`config.mk`:
```
export PLATFORM = sky130hd
export DESIGN_NAME = soc_bus_fabric
export DESIGN_NICKNAME = d
export VERILOG_FILES = /design/src/rtl/soc_bus_pkg.sv /design/src/rtl/soc_bus_decoder.sv /design/src/rtl/soc_bus_fabric.sv
export SDC_FILE = /design/constraint.sdc
export NUM_CORES = 1
export LEC_CHECK = 0
export BUFFER_PORTS_ARGS = -buffer_cell sky130_fd_sc_hd__buf_2
export CORE_ASPECT_RATIO = 0.5
export CORE_MARGIN = 10
export CORE_UTILIZATION = 30
export CTS_CLUSTER_SIZE = 12
export DETAILED_ROUTE_END_ITERATION = 10
export GPL_TIMING_DRIVEN = 0
export MAX_ROUTING_LAYER = met4
export PLACE_DENSITY = 0.65
export RECOVER_POWER = 100
export SLEW_MARGIN = 0
export SYNTH_ARGS = -nofsm -noshare
export SYNTH_HDL_FRONTEND = slang
export SYNTH_SLANG_ARGS = --single-unit
```
`constraint.sdc`:
```
create_clock -name clk_cpu -period 14 [get_ports clk_cpu]
set_clock_uncertainty 0.2 [all_clocks]
set_input_delay 2.1 -clock clk_cpu [delete_from_list [all_inputs] [get_ports clk_cpu]]
set_output_delay 2.1 -clock clk_cpu [all_outputs]
set_load 0.02 [all_outputs]
```
`src/rtl/soc_bus_pkg.sv`:
```
// ---------------------------------------------------------------------------
// soc_bus_pkg
// Shared definitions for the picorv32 memory-port fabric:
//   - bus_state_t : transaction state (IDLE, ACC1, ACC2, RESP)
//   - ERR_DATA    : read data returned on unmapped or timed-out accesses
//   - cnt_width() : width of a counter that must hold 0..max_count
// ---------------------------------------------------------------------------
package soc_bus_pkg;

    typedef enum logic [1:0] {
        IDLE = 2'd0,
        ACC1 = 2'd1,
        ACC2 = 2'd2,
        RESP = 2'd3
    } bus_state_t;

    localparam logic [31:0] ERR_DATA = 32'hDEAD_BEEF;

    function automatic int cnt_width(input int max_count);
        return (max_count < 1) ? 1 : $clog2(max_count + 1);
    endfunction

endpackage

```
`src/rtl/soc_bus_decoder.sv`:
```
// ---------------------------------------------------------------------------
// soc_bus_decoder
// Combinational address decoder. Compares the upper address bits against
// each slave base and returns a one-hot select. On overlapping bases the
// lowest slave index wins.
//
// SLAVE_BASE is written as a concatenation with slave 0 leftmost, so slave i
// lives at bit offset (N_SLAVES-1-i)*DECODE_BITS.
//
// Ports:
//   addr_top_i  in  DECODE_BITS  upper address bits (mem_addr[31 -: DECODE_BITS])
//   sel_o       out N_SLAVES     one-hot select, all zero when nothing matches
//   hit_o       out 1            at least one slave matched
// ---------------------------------------------------------------------------
module soc_bus_decoder
    import soc_bus_pkg::*;
#(
    parameter int                                N_SLAVES    = 6,
    parameter int                                DECODE_BITS = 8,
    parameter logic [N_SLAVES*DECODE_BITS-1:0]   SLAVE_BASE  = '0
) (
    input  logic [DECODE_BITS-1:0] addr_top_i,
    output logic [N_SLAVES-1:0]    sel_o,
    output logic                   hit_o
);

    logic found;

    always_comb begin
        sel_o = '0;
        found = 1'b0;
        for (int i = 0; i < N_SLAVES; i++) begin
            if (!found &&
                addr_top_i == SLAVE_BASE[(N_SLAVES-1-i)*DECODE_BITS +: DECODE_BITS]) begin
                sel_o[i] = 1'b1;
                found    = 1'b1;
            end
        end
        hit_o = found;
    end

endmodule

```
`src/rtl/soc_bus_fabric.sv`:
```
// ---------------------------------------------------------------------------
// soc_bus_fabric
// Routes the picorv32 native memory port to N memory-mapped slaves.
// Auto-ack slaves complete in a fixed 3 cycles (one cycle of read latency
// for synchronous RAMs); handshake slaves complete one cycle after their
// s_ready. Unmapped accesses return ERR_DATA and set a sticky error.
//
// Optional feature (macro SOC_BUS_TIMEOUT_EN): a wait counter aborts a
// handshake slave that has not answered within TIMEOUT_CYCLES cycles,
// returning ERR_DATA and recording an error.
//
// Handshake: the CPU holds mem_valid until it sees the one-cycle mem_ready
// pulse; the request is taken on the first cycle mem_valid is high in IDLE
// and runs to completion even if mem_valid drops. A slave is addressed while
// its s_valid bit is high; s_wstrb is non-zero only in the first select
// cycle; a handshake slave finishes by raising s_ready with valid s_rdata.
//
// Ports:
//   clk_cpu, reset            clock, async active-high reset
//   mem_valid/addr/wdata/wstrb CPU request (wstrb == 0 means read)
//   mem_ready, mem_rdata      registered completion pulse and read data
//   s_valid                   one-hot slave select
//   s_addr, s_wdata, s_wstrb  latched request towards the slaves
//   s_rdata, s_ready          slave read data (slave i at [32i +: 32]), ready
//   err_clr                   clears the sticky error
//   bus_err, err_addr         sticky error flag and first error address
//   dbg_state                 current transaction state
// All outputs are driven straight from flops.
// ---------------------------------------------------------------------------
module soc_bus_fabric
    import soc_bus_pkg::*;
#(
    parameter int                              N_SLAVES       = 6,
    parameter int                              DECODE_BITS    = 8,
    parameter logic [N_SLAVES*DECODE_BITS-1:0] SLAVE_BASE     = {8'h00, 8'h01, 8'hf0, 8'hfe, 8'hff, 8'h02},
    parameter logic [N_SLAVES-1:0]             SLAVE_AUTO_ACK = 6'b111110,
    parameter int                              TIMEOUT_CYCLES = 1023
) (
    input  logic                     clk_cpu,
    input  logic                     reset,
    input  logic                     mem_valid,
    input  logic [31:0]              mem_addr,
    input  logic [31:0]              mem_wdata,
    input  logic [3:0]               mem_wstrb,
    output logic                     mem_ready,
    output logic [31:0]              mem_rdata,
    output logic [N_SLAVES-1:0]      s_valid,
    output logic [31:0]              s_addr,
    output logic [31:0]              s_wdata,
    output logic [3:0]               s_wstrb,
    input  logic [N_SLAVES*32-1:0]   s_rdata,
    input  logic [N_SLAVES-1:0]      s_ready,
    input  logic                     err_clr,
    output logic                     bus_err,
    output logic [31:0]              err_addr,
    output bus_state_t               dbg_state
);

    bus_state_t          state_q;
    logic [N_SLAVES-1:0] sel_q;
    logic                mem_ready_q;
    logic [31:0]         mem_rdata_q;
    logic [N_SLAVES-1:0] s_valid_q;
    logic [31:0]         s_addr_q;
    logic [31:0]         s_wdata_q;
    logic [3:0]          s_wstrb_q;
    logic                bus_err_q, bus_err_d;
    logic [31:0]         err_addr_q, err_addr_d;

    logic [N_SLAVES-1:0] dec_sel;
    logic                dec_hit;
    logic [31:0]         sel_rdata;
    logic                sel_ready;
    logic                sel_auto;
    logic                tmo_fire;
    logic                err_event;

    soc_bus_decoder #(
        .N_SLAVES    (N_SLAVES),
        .DECODE_BITS (DECODE_BITS),
        .SLAVE_BASE  (SLAVE_BASE)
    ) u_decoder (
        .addr_top_i (mem_addr[31 -: DECODE_BITS]),
        .sel_o      (dec_sel),
        .hit_o      (dec_hit)
    );

    // One-hot AND-OR mux; sel_q is never multi-hot.
    always_comb begin
        sel_rdata = '0;
        for (int i = 0; i < N_SLAVES; i++) begin
            sel_rdata = sel_rdata | (s_rdata[32*i +: 32] & {32{sel_q[i]}});
        end
    end

    assign sel_ready = |(s_ready & sel_q);
    assign sel_auto  = |(SLAVE_AUTO_ACK & sel_q);

`ifdef SOC_BUS_TIMEOUT_EN
    localparam int CNT_W = cnt_width(TIMEOUT_CYCLES);

    logic [CNT_W-1:0] cnt_q;
    logic             hs_wait;

    assign hs_wait  = (state_q == ACC1 || state_q == ACC2) && !sel_auto;
    // cnt_q counts completed wait cycles; this cycle is the last one allowed.
    // A same-cycle s_ready takes priority over the abort.
    assign tmo_fire = hs_wait && !sel_ready && (cnt_q == CNT_W'(TIMEOUT_CYCLES - 1));

    // Held at zero in IDLE, so every ACC1 starts counting from zero.
    always_ff @(posedge clk_cpu or posedge reset) begin
        if (reset) begin
            cnt_q <= '0;
        end else if (state_q == IDLE) begin
            cnt_q <= '0;
        end else if (hs_wait && !sel_ready && !tmo_fire) begin
            cnt_q <= cnt_q + 1'b1;
        end
    end
`else
    logic [31:0] tmo_cfg_unused;

    assign tmo_cfg_unused = 32'(TIMEOUT_CYCLES);
    assign tmo_fire       = 1'b0;
`endif

    // Error recording: a new error beats a same-cycle clear, and only the
    // first error after a clear updates err_addr.
    assign err_event = ((state_q == IDLE) && mem_valid && !dec_hit) || tmo_fire;

    always_comb begin
        bus_err_d  = bus_err_q;
        err_addr_d = err_addr_q;
        if (err_clr) begin
            bus_err_d = 1'b0;
        end
        if (err_event && (!bus_err_q || err_clr)) begin
            bus_err_d  = 1'b1;
            err_addr_d = (state_q == IDLE) ? mem_addr : s_addr_q;
        end
    end

    always_ff @(posedge clk_cpu or posedge reset) begin
        if (reset) begin
            state_q     <= IDLE;
            sel_q       <= '0;
            mem_ready_q <= 1'b0;
            mem_rdata_q <= '0;
            s_valid_q   <= '0;
            s_addr_q    <= '0;
            s_wdata_q   <= '0;
            s_wstrb_q   <= '0;
            bus_err_q   <= 1'b0;
            err_addr_q  <= '0;
        end else begin
            mem_ready_q <= 1'b0;
            bus_err_q   <= bus_err_d;
            err_addr_q  <= err_addr_d;
            case (state_q)
                IDLE: begin
                    if (mem_valid) begin
                        s_addr_q  <= mem_addr;
                        s_wdata_q <= mem_wdata;
                        sel_q     <= dec_sel;
                        if (dec_hit) begin
                            state_q   <= ACC1;
                            s_valid_q <= dec_sel;
                            s_wstrb_q <= mem_wstrb;
                        end else begin
                            state_q     <= RESP;
                            mem_ready_q <= 1'b1;
                            mem_rdata_q <= ERR_DATA;
                        end
                    end
                end
                ACC1: begin
                    // Strobes are presented for this single cycle only.
                    s_wstrb_q <= '0;
                    if (sel_auto) begin
                        state_q <= ACC2;
                    end else if (sel_ready) begin
                        state_q     <= RESP;
                        s_valid_q   <= '0;
                        mem_ready_q <= 1'b1;
                        mem_rdata_q <= sel_rdata;
                    end else if (tmo_fire) begin
                        state_q     <= RESP;
                        s_valid_q   <= '0;
                        mem_ready_q <= 1'b1;
                        mem_rdata_q <= ERR_DATA;
                    end else begin
                        state_q <= ACC2;
                    end
                end
                ACC2: begin
                    s_wstrb_q <= '0;
                    if (sel_auto || sel_ready) begin
                        state_q     <= RESP;
                        s_valid_q   <= '0;
                        mem_ready_q <= 1'b1;
                        mem_rdata_q <= sel_rdata;
                    end else if (tmo_fire) begin
                        state_q     <= RESP;
                        s_valid_q   <= '0;
                        mem_ready_q <= 1'b1;
                        mem_rdata_q <= ERR_DATA;
                    end
                end
                RESP: begin
                    state_q <= IDLE;
                end
                default: begin
                    state_q   <= IDLE;
                    s_valid_q <= '0;
                end
            endcase
        end
    end

    assign mem_ready = mem_ready_q;
    assign mem_rdata = mem_rdata_q;
    assign s_valid   = s_valid_q;
    assign s_addr    = s_addr_q;
    assign s_wdata   = s_wdata_q;
    assign s_wstrb   = s_wstrb_q;
    assign bus_err   = bus_err_q;
    assign err_addr  = err_addr_q;
    assign dbg_state = state_q;

endmodule

```
# --- Yosys cells after proc, flatten, opt, wreduce, memory -nomap -nowiden ---
# Cells that the tools add are included.
word_totals:
  inputBits: 270
  out_inout_bits: 142
  ff_bits: 148
classes:
  muxes: 41
  reduce_logical: 30
  n_bitwise: 12
  n_eq_ne: 14
op_table:
  columns: ["op", "count"]
  rows:
  - ["$and 32x32->32", 6]
  - ["$mux 32", 6]
  - ["$or 32x32->32", 5]
  - ["$pmux 32 s3", 1]
  - ["$mux 6", 5]
  - ["$eq 8x8->1 const B", 3]
  - ["$mux 1", 20]
  - ["$pmux 6 s3", 1]
  - ["$ne 2x2->1 const B", 6]
  - ["$reduce_and 6->1", 2]
  - ["$eq 8x1->1 const B", 1]
  - ["$eq 8x2->1 const B", 1]
  - ["$logic_and 1x1->1", 8]
  - ["$logic_not 8->1", 1]
  - ["$mux 4", 2]
  - ["$pmux 2 s4", 1]
  - ["$pmux 4 s2", 1]
  - ["$logic_not 1->1", 7]
  - ["$and 6x6->6", 1]
  - ["$mux 2", 3]
  - ["$reduce_or 6->1", 1]
  - ["$reduce_or 5->1", 1]
  - ["$eq 2x2->1 const B", 2]
  - ["$reduce_and 2->1", 2]
  - ["8 further kinds", 10]

# --- Logic depth before layout (Yosys ltp) ---
depth:
  word_depth: 21
  depth_mapped: 9

# --- Modules after synthesis ---
# Synthesis repeated with hierarchy kept, for this count alone.
unflattened:
  cells_unflattened: 603
  area_unflattened_um2: 7258.2
modules_own_cells:
  columns: ["module", "instances", "cells_per_inst", "area_per_inst_um2"]
  rows:
  - ["soc_bus_fabric", 1, 588, 7148.1]
  - ["soc_bus_decoder", 1, 15, 110.1]

# --- Worst setup path after synthesis ---
# OpenSTA, ideal clock, no wires.
synth_path:
  path_type: "input port to flip-flop"
  from: "input mem_addr[25]"
  to: "register s_valid_q[0] (netlist: s_valid[0])"
  cell_stages: 6
  t_required_ns: 13.675
  t_arrival_ns: 3.931
  path_slack_ns: 9.745
  cell_sequence: "clkbuf_1 > or4_1 > o22ai_1 > nor2_1 > a21oi_1 > mux2_2"
synth_between:
  elab_chain_len: 19
  elab_cells_between_ends: 27
  classes_between: "6 x eq/ne; 9 x mux; 12 x reduce/logical"
synth_rtl:
  columns: ["element", "line", "text"]
  rows:
  - ["start, declared", "soc_bus_fabric.sv:42", "input logic [31:0] mem_addr,"]
  - ["$logic_not 8->1", "soc_bus_decoder.sv:34", "addr_top_i == SLAVE_BASE[(N_SLAVES-1-i)*DECODE_BITS +: DECODE_BITS]) begin"]
  - ["$mux 1", "soc_bus_decoder.sv:33", "if (!found &&"]
  - ["$logic_not 1->1", "soc_bus_decoder.sv:33", null]
  - ["$logic_and 1x1->1", "soc_bus_decoder.sv:33", null]
  - ["$mux 1", "soc_bus_decoder.sv:33", null]
  - ["$logic_not 1->1", "soc_bus_decoder.sv:33", null]
  - ["$logic_and 1x1->1", "soc_bus_decoder.sv:33", null]
  - ["$mux 1", "soc_bus_decoder.sv:33", null]
  - ["[... 3 more ...]", null, null]
  - ["$logic_not 1->1", "soc_bus_decoder.sv:33", null]
  - ["$logic_and 1x1->1", "soc_bus_decoder.sv:33", null]
  - ["$mux 1", "soc_bus_decoder.sv:33", null]
  - ["$logic_not 1->1", "soc_bus_decoder.sv:33", null]
  - ["$logic_and 1x1->1", "soc_bus_decoder.sv:33", null]
  - ["$mux 1", "soc_bus_decoder.sv:33", null]
  - ["$ne 2x2->1 (no line)", null, null]
  - ["$reduce_and 6->1 (no line)", null, null]
  - ["end signal, assigned", "soc_bus_fabric.sv:167", "s_valid_q <= dec_sel;"]
  - ["end, declared", "soc_bus_fabric.sv:63", "logic [N_SLAVES-1:0] s_valid_q;"]
# Several ways; a longest one is shown, not always the timed one. The select of a mux whose other input is x is not followed.
# A chain may end at the register's enable or synchronous reset.

# --- Worst setup path in the final report ---
layout_path:
  from: "input mem_addr[25]"
  to: "register mem_rdata_q[21] (netlist: mem_rdata[21])"
layout_between:
  elab_chain_len: 19
  elab_cells_between_ends: 24
  classes_between: "6 x eq/ne; 6 x mux; 12 x reduce/logical"
layout_rtl:
  columns: ["element", "line", "text"]
  rows:
  - ["$logic_not 8->1", "soc_bus_decoder.sv:34", null]
  - ["$mux 1", "soc_bus_decoder.sv:33", null]
  - ["$logic_not 1->1", "soc_bus_decoder.sv:33", null]
  - ["$logic_and 1x1->1", "soc_bus_decoder.sv:33", null]
  - ["$mux 1", "soc_bus_decoder.sv:33", null]
  - ["$logic_not 1->1", "soc_bus_decoder.sv:33", null]
  - ["$logic_and 1x1->1", "soc_bus_decoder.sv:33", null]
  - ["$mux 1", "soc_bus_decoder.sv:33", null]
  - ["[... 3 more ...]", null, null]
  - ["$logic_not 1->1", "soc_bus_decoder.sv:33", null]
  - ["$logic_and 1x1->1", "soc_bus_decoder.sv:33", null]
  - ["$mux 1", "soc_bus_decoder.sv:33", null]
  - ["$logic_not 1->1", "soc_bus_decoder.sv:33", null]
  - ["$logic_and 1x1->1", "soc_bus_decoder.sv:33", null]
  - ["$mux 1 *", "soc_bus_decoder.sv:33", null]
  - ["$ne 2x2->1 (no line) *", null, null]
  - ["$reduce_and 6->1 (no line) *", null, null]
  - ["end signal, assigned", "soc_bus_fabric.sv:185", "mem_rdata_q <= sel_rdata;"]
  - ["end signal, assigned", "soc_bus_fabric.sv:201", "mem_rdata_q <= sel_rdata;"]
  - ["end, declared", "soc_bus_fabric.sv:62", "logic [31:0] mem_rdata_q;"]
# Every way passes the cells marked *; elsewhere a longest branch is shown, timed or not.

==> results.toml <==
[routing]
drc = 0
wl_per_cell_um = 24.3
top_layer_used = "met4"
vias = 7112
wl_met2_mm = 17.4
drtIter0Drc = 697
dr.pass1.iters = 8
postRouteAntennaNets = 0
wl_met3_mm = 2.74
wl_mm = 33.0
viasPerCell = 5.23
routedLengthMet1_mm = 12.1

[synthesis]
synthesis.nets = 881
yosysTopAreaCell = "dfrtp_1"
synthDominantCellAreaShare_pct = 51.3
syn_avg_cell_area_um2 = 11.9
synth_mux_area_share_pct = 21.9
async_flop_share_pct = 100
synth_top_family_by_area = "multiplexers"
syn_area_mm2 = 0.00721
ys_seq_area_share_pct = 51.3
yosysMostFrequentCell = "dfrtp_1"
ys_warn_count = 0
postSynthCellCount = 607
synth-xor-area-share_pct = 0
synth_edf_count = 0
synth-adder-area-share_pct = 0.694
ys.flop_type = "dfrtp_1"
synth-compound-area-share_pct = 13.8
ys_top_cells_by_area = "dfrtp_1, mux2_2, mux2_4"
synth_cell_types = 40
yosys.area_share.simple_pct = 8.29
synth_common_cells = "dfrtp_1, mux2_2, nand2_1"
ys_seq_elements = 148

[worst_setup_path]
startpoint_type = "input pin"
cp.arrival_ns = 4.62
worst_ep_required_time_ns = 14.10
timing.rr.end = "mem_rdata[21]"
crit_fanout = 10
reg2reg_depth = 8
critPathKind = "in2reg"
crit_path_end_kind = "flop"
reg2reg_slack_ns = 10.62
r2r_start = "sel_q[4]"

[sta]
rsz0062_at_grt = "no"
whs_ns = 0.277
period_needed_ns = 4.52
max_freq_mhz = 221
worst_pin_slew_ns = 2.88
layout_setup_ws_ns = 9.48
relSlewSlack_pct = -93.4
setup-violations-final = 0
fin_crit_sh_pct = 32.3
finalHoldViolCount = 0
tns_ns = 0
drv_slew = 61

[power_and_ir_drop]
ir_drop_uv = 72.4
p_leak_nw = 4.77
p_per_area_mw_per_mm2 = 95.5
finalPower_w = 0.000950

[status]
violations = "max-capacitance violations, max-slew violations"
status = "finished, violations left"

[floorplan]
dieArea_mm2 = 0.0310
num_rows = 39
coreArea_mm2 = 0.0232
die_height_um = 130
io_pins = 412
die_w_um = 239
start_util_pct = 31.1

[placed_design]
dp_hpwl_mm = 26.5
port_buffers = 409
gp_congestion = 0.962
place_worst_setup_slack_ns = 9.39

[grt]
grt_remaining_overflow = 0
grt_pass1_vias = 7351
grt_max_degree = 89
antenna_found_initial = 5
grt_usage_pct = 20.5
grt_pass1_wl_mm = 46.9

[worst_hold_path]
min_path_type = "reg2reg"
whs_endpoint = "err_addr[6]"
hold_start = "err_addr[6]"
whs_path_depth = 2

[cts]
clock_sinks = 148
cts_tree = "done"
root_buffer = "clkbuf_16"
cts_resized = 0
cts_made_buffers = 17
hold_buffers = 0
clock_latency_ns = 0.42
ctsHtreeMaxLevel = 4
postCtsSetupRepairBufs = 0
cts_buffer_depth = 2
path_clk_slew_ns = 0.07

[finish]
area_delta_synth_final_pct = 37.9
drive_above_1_share_pct = 35.8
nNetsFinal = 1310

[run]
drv_cap = 1
-- routing by layer --
| layer | GRT usage (%) | vias up |
|---|---|---|
| li1 | - | 3171 |
| met1 | 22.2 | 3541 |
| met2 | 35.8 | 346 |
| met3 | 5.73 | 54 |
| met4 | 7.63 | 0 |
| met5 | - | - |
-- critical path, stage by stage --
cell and delay, ns:
clkbuf_1 0.31, or4_1 0.27, o22ai_1 0.11, nor2_1 0.39, o21ba_1 0.20, clkbuf_1 0.27
clkbuf_1 0.57, mux2_1 0.39
-- cells in the final DEF, fill, tap and decap left out, types with 25 or more instances in the layout --
cell type / n
buf_2: 267
clkbuf_1: 192
dfrtp_1: 148
mux2_2: 70
nand2_1: 66
a22oi_1: 51
o21ai_0: 35
mux2i_1: 33
mux2_1: 28
nand4_1: 25
-- cell families (layout without fill, tap and decap cells) --
logic type / after synthesis / count (layout)
AOI/OAI and AO/OA: 138 / 138
adders and majority gates: 4 / 4
buffers and inverters: 58 / 499
DFF: 148 / 148
muxes: 134 / 134
other: 0 / 5
and+or+nand+nor: 125 / 125
-- metrics by stage --
step | instances | cell area [um^2] | util [%]
2_1_floorplan | 607 | 7210 | -
6_report | 1360 | 9950 | 42.8
4_1_cts | 1355 | 10300 | 44.2
5_1_grt | 1360 | 9950 | 42.8
3_3_place_gp | 1323 | 9640 | 41.5
3_5_place_dp | 1324 | 9680 | 41.7
-- sequential cells by signal, summed over array words and instances (netlist names), 2 cells and up --
name       cells
s_wstrb        4
mem_rdata     32
s_wdata       32
err_addr      32
s_valid        6
dbg_state      2
sel_q          6
s_addr        32
-- layout make-up --
class                           instances  area (um^2)
Clock buffer                           19          453
Antenna cell                            5         12.5
Tap cell                              307          384
Inverter                                5         20.0
Buffer                                 53          208
Sequential cell                       148         3700
Timing Repair Buffer                  410         1900
Multi-Input combinational cell        401         3130
Clock inverter                         12          145
Fill cell                            2337        13300
-- worst max path at each step --
stage                          to          from
finish              mem_rdata[21]  mem_addr[25]
CTS                    s_valid[1]  mem_addr[25]
detailed placement     s_valid[1]  mem_addr[25]
floorplan                 bus_err         reset
global route        mem_rdata[19]  mem_addr[25]
global placement     mem_rdata[3]         reset
-- where the power goes --
part | internal (W) | total (W) | switching (W)
logic | 0.0000281 | 0.0000537 | 0.0000256
registers | 0.000428 | 0.000428 | 0
clock network | 0.000275 | 0.000468 | 0.000194
total | 0.000731 | 0.000950 | 0.000219
Note: power is estimated with default switching activity, not from simulation.
